### src/rtl/imem_boot_pkg.sv
// Shared types and constants for the instruction-memory boot controller.
package imem_boot_pkg;

  typedef enum logic [2:0] {
    S_IDLE,
    S_HDR,
    S_LOAD,
    S_CHK,
    S_RUN,
    S_ERR
  } state_t;

  localparam logic [1:0] ERR_NONE = 2'd0;
  localparam logic [1:0] ERR_LEN  = 2'd1;
  localparam logic [1:0] ERR_CSUM = 2'd2;

  localparam int unsigned DEFAULT_DEPTH = 1024;
  localparam int unsigned DEFAULT_AW    = 10;

endpackage

### src/rtl/imem_boot_ctrl.sv
// Loads a length-prefixed program image into instruction memory, verifies its
// XOR checksum and releases the core only after a clean load.
module imem_boot_ctrl
  import imem_boot_pkg::*;
#(
  parameter int unsigned DEPTH = DEFAULT_DEPTH,
  parameter int unsigned AW    = DEFAULT_AW
) (
  input  logic          clk,
  input  logic          rst,
  input  logic          boot_start,
  input  logic          s_valid,
  input  logic [31:0]   s_data,
  output logic          s_ready,
  output logic          mem_we,
  output logic [AW-1:0] mem_waddr,
  output logic [31:0]   mem_wdata,
  input  logic [31:0]   pc_in,
  output logic [31:0]   mem_raddr,
  output logic          imem_rst_n,
  output logic          core_run,
  output logic          busy,
  output logic          error,
  output logic [1:0]    err_code,
  output logic [AW:0]   words_loaded
);

  state_t        state;
  logic [AW:0]   len;
  logic [AW:0]   len_m1;
  logic [AW-1:0] ptr;
  logic [31:0]   csum;
  logic          len_bad;

  assign len_m1  = len - (AW+1)'(1);
  assign len_bad = (s_data == 32'd0) || (s_data > 32'(DEPTH));

  always_ff @(posedge clk) begin
    if (!rst) begin
      state        <= S_IDLE;
      len          <= '0;
      ptr          <= '0;
      csum         <= '0;
      words_loaded <= '0;
      err_code     <= ERR_NONE;
    end else begin
      case (state)
        S_IDLE: begin
          if (boot_start) begin
            state    <= S_HDR;
            err_code <= ERR_NONE;
          end
        end
        S_HDR: begin
          if (s_valid) begin
            if (len_bad) begin
              state    <= S_ERR;
              err_code <= ERR_LEN;
            end else begin
              len          <= s_data[AW:0];
              ptr          <= '0;
              csum         <= '0;
              words_loaded <= '0;
              state        <= S_LOAD;
            end
          end
        end
        S_LOAD: begin
          if (s_valid) begin
            csum         <= csum ^ s_data;
            // ptr may wrap to 0 after the last word of a full-depth image; no write follows.
            ptr          <= ptr + AW'(1);
            words_loaded <= words_loaded + (AW+1)'(1);
            if ({1'b0, ptr} == len_m1) state <= S_CHK;
          end
        end
        S_CHK: begin
          if (s_valid) begin
            if (s_data == csum) begin
              state <= S_RUN;
            end else begin
              state    <= S_ERR;
              err_code <= ERR_CSUM;
            end
          end
        end
        S_RUN, S_ERR: begin
          if (boot_start) begin
            state    <= S_HDR;
            err_code <= ERR_NONE;
          end
        end
        default: state <= S_IDLE;
      endcase
    end
  end

  always_comb begin
    s_ready    = (state == S_HDR) || (state == S_LOAD) || (state == S_CHK);
    busy       = s_ready;
    error      = (state == S_ERR);
    core_run   = (state == S_RUN);
    imem_rst_n = core_run;
    mem_raddr  = core_run ? pc_in : '0;
    mem_we     = (state == S_LOAD) && s_valid;
    mem_waddr  = (state == S_LOAD) ? ptr : '0;
    mem_wdata  = (state == S_LOAD) ? s_data : '0;
  end

endmodule

### config.mk
export PLATFORM = sky130hd
export DESIGN_NAME = imem_boot_ctrl
export DESIGN_NICKNAME = d
export VERILOG_FILES = /design/src/rtl/imem_boot_pkg.sv /design/src/rtl/imem_boot_ctrl.sv
export SDC_FILE = /design/constraint.sdc
export NUM_CORES = 1
export LEC_CHECK = 0
export CAP_MARGIN = 10
export CORE_MARGIN = 4
export CORE_UTILIZATION = 49
export DETAILED_ROUTE_END_ITERATION = 8
export PLACE_DENSITY = 0.87
export REMOVE_ABC_BUFFERS = 1
export SYNTH_ARGS = -nofsm -noshare
export SYNTH_HDL_FRONTEND = slang
export SYNTH_SLANG_ARGS = --single-unit
### constraint.sdc
create_clock -name clk -period 6.86 [get_ports clk]
set_input_delay 1.029 -clock clk [delete_from_list [all_inputs] [get_ports clk]]
set_output_delay 1.029 -clock clk [all_outputs]
set_load 0.01 [all_outputs]
==> impl_results.md <==
* Compound-Gate Fraction of Synth Area at 0.159
* DRT Wirelength at 13400 um
* Final Critical Period at 3.85 ns
* CTS Buf Count at 9
* Reg2Reg Depth at 7
* Antenna Nets Post-Route at 0
* #FFs+latches synth at 69
* Req. time, crit path at just over 7 ns
* HPWL after DPL at 9760 um
* Largest net degree at the start of global routing at 50
* Total gr overflow at 0
* Fin crit share at 0.561
* Boundary Pins at 161
* PostCTS Resize Cnt at 0
* Logic pwr share at 0.398
* Reg2reg end: csum[22]
* Placement-stage cell area at 6040 um^2
* H-tree lvl count at 3
* Setup tns final at 0 ns
* Share of power burned in the clock network at 0.247
* ANT cells at 0
* Slew Limit Fails at 0
* Layout-stage area growth over the synthesis result at 41.0%
* Critical path type: in -> reg
* Busiest layer in global routing: met2
* Residual DRC at 0
* Critical Path Start Type: input port
* Iter 0 DRT Violations at 291
* Pwr per Cell Area at roughly 210 nW/um^2
* First-pass GRT wire length at 20700 um
* Cell count after placement at roughly 800
* Status: finished, final reports clean
* Hold_sp: words_loaded[10]
* Largest family of logic cells by synthesized area: simple AND/OR/NAND/NOR gates
* Synth area leader: dfxtp_1
* FFs w/ async S/R, synth at 0
* Clk pin slew, worst setup/hold paths at 0.08 ns
* Clock tree buffer depth at 2
* Worst-path fanout max at 34
* Design area at 6240 um^2
* Hold crit path type: reg -> reg
* CTS root buffer: clkbuf_8
* Antenna violations before repair at 0
* Final setup viols at 0
* XOR/XNOR share of the synthesized area at 0.0752
* Post-CTS setup buffers at 0
* WL/cell at 16.1 um
* CTS tree: built
* CP max stage delay at 0.58 ns
* Buffers on Ports at 160
* Hold worst-path end: words_loaded[10]
* Via density at 5.76
* Tot GR Track Use at 0.242
* Most frequent CP cell: or4_4
* Slowest CP cell: or4_4
* Flop pwr share at 0.355
* Count of hold-fix buffers inserted at cts at 0
* Die width at just over 100 um
* Critical path's top delay family: simple AND/OR/NAND/NOR gates
* Synth area leaders: dfxtp_1 31%, and2_1 11%, a21oi_1 6.3%
* CORE AREA at 8760 um^2
* Critical R2R Launch: state[1]
* Initial Util at 0.505
* Layout cell share with drive strength beyond 1 at 0.0471
* Yosys cell types at 52
* Synth Flop Type: dfxtp_1
* Filler Cell Count at 688
* Sw frac at 0.349
* RSZ-0062 raised after global routing: no
* # rows at 34
* Synth top area share at 0.312
* Clock skew at roughly 0.012 ns
* Simple-Gate Fraction of Synth Area at 0.369
* Clock Latency Late Sink at 0.35 ns
* VDD IR max at 0.173 mV
* Yosys warnings at 0
* Synth Instances at 577
* Die height at 103 um
* Max Cap Violations at 0
* Mux cell area share after synthesis at 0.0297
* Max Fclk at roughly 260 MHz
* First drt pass iteration count at 5
* Worst-path cell chain: clkdlybuf4s50_1, or4_4, or4_4, and2_1, a21oi_4, buf_4, o21ai_0, a21oi_1
* Tot Pwr at 1340 uW
* M1 GR Usage at 0.286
* Static leakage at 0.00232 uW
* Clk sinks at 69
* Hold Path Depth at 2
* Die area at between 10000 and 15000 um^2
* Routability Congestion at 0.842
* CP Capture Type: flop
* Non-filler cells, final at 830
* FF-to-FF setup slack at roughly 4.3 ns
* Slew HR at 0.521
* Mean post-synth cell area at 7.67 um^2
* Post-synth EDFFs at 0
* Adder-Cell Fraction of Synth Area at 0.00848
* Hold Vio Cnt, Final at 0
* Met2 Track Usage GR at 0.434
* Arr. time, crit path at 4.13 ns
* Worst Tran Pin Value at 0.718 ns
* Sw Pwr at 466 uW
* Bufs and invs on worst path at 2
* Register area share after synthesis at 0.312
* Mapped cell area at roughly 4400 um^2
* Vias in the first global route at 4445
* Internal at 870 uW
* Grt met3 use at 0.0494
* Fin nets at 788
* Vias at 4780
metrics by stage:
step           setup WS [ns]  hold WS (ns)  utilization
3_5_place_dp            2.67         0.480        0.690
3_3_place_gp            2.83         0.467        0.690
5_1_grt                 2.82         0.501        0.712
6_report                3.01         0.490        0.712
2_1_floorplan           2.95         0.458            -
4_1_cts                 3.01         0.490        0.712
layout by cell type, fill, tap and decap left out, drive strengths merged, types with 2 or more instances in the layout:
master and n:
clkdlybuf4s50 160, and2 76, dfxtp 69, a21oi 57
nor2 56, o21ai 48, nand2 27, xor2 26
nand3b 24, nor2b 18, nand3 16, nor4 15
or3 12, xnor2 12, mux2i 12, clkbuf 11
or4 9, inv 8, buf 6, o31ai 6
nor3 5, and3 5, nand4 5, and4 4
nor3b 4, or2 3, ha 3, clkinvlp 3
nand2b 2, a2111oi 2, o2111ai 2, o211ai 2
clkinv 2
sequential cells by signal, indices dropped and copies added (netlist names):
register / count
words_loaded: 11
state: 3
ptr: 10
csum: 32
err_code: 2
len: 11
cells in the mapped netlist (2+ instances only):
cell type  count
or3_1         12
inv_1          8
and3_1         5
o21ai_0       47
nor2b_1       18
or2_2          3
nor3_1         5
nand4_1        4
dfxtp_1       69
buf_6          2
a21oi_1       56
buf_4          4
nand3b_1      24
and2_1        76
or4_4          2
o211ai_1       2
nand2_1       27
xnor2_1       12
o31ai_1        5
nand3_1       15
clkbuf_1      27
clkbuf_2       3
ha_1           3
a2111oi_0      2
nor3b_1        3
or4_1          7
mux2i_1       12
nor2_1        56
and4_1         4
xor2_1        26
nor4_1        15
nand2b_1       2
o2111ai_1      2
cells by family (layout without fill, tap and decap cells):
| group | count (synthesis) | count (layout) |
|---|---|---|
| buffers and inverters | 46 | 191 |
| AND/OR/NAND/NOR | 284 | 284 |
| adder cells (fa/ha/maj) | 3 | 3 |
| flip-flops | 69 | 69 |
| AO/OA/AOI/OAI | 124 | 124 |
| multiplexers | 13 | 13 |
| XOR/XNOR | 38 | 38 |
metal layers:
metal | vias to the layer above | share of wire
met1 | 2231 | 0.40
met4 | 0 | 0.019
met2 | 229 | 0.50
met5 | - | 0
li1 | 2294 | -
met3 | 26 | 0.081
worst reg2reg max path: cells and delay by family, from the launching register on:
family | cells | cell delay, ns
AOI/OAI and AO/OA | 3 | 0.92
and+or+nand+nor | 3 | 0.63
DFF | 1 | 0.58
buffers and inverters | 1 | 0.41
layout make-up:
cell class	instances	area [um^2]	area share
clock buffer	11	131	0.0211
clock inverter	5	61.3	0.00983
inverter	9	33.8	0.00542
multi-input combinational	462	2850	0.456
sequential	69	1380	0.222
tap	108	135	0.0217
timing repair buffer	166	1650	0.264
power by group through the flow:
stage | Combinational, uW | Clock [uW] | Sequential [uW]
floorplan | 251 | 0 | 472
global placement | 517 | 0 | 480
detailed placement | 529 | 0 | 483
CTS | 534 | 333 | 473
global route | 576 | 352 | 480
finish | 531 | 330 | 475
worst max-delay path by stage:
stage                         start       end  depth (start not counted)
after floorplan            state[1]    mem_we                          3
after global placement    s_data[0]  csum[22]                          8
after detailed placement  s_data[6]   csum[8]                          8
after CTS                 s_data[6]   csum[8]                          8
after global routing      s_data[0]  csum[26]                          8
final                     s_data[6]  csum[22]                          8
(Power assumes the default switching activity.)
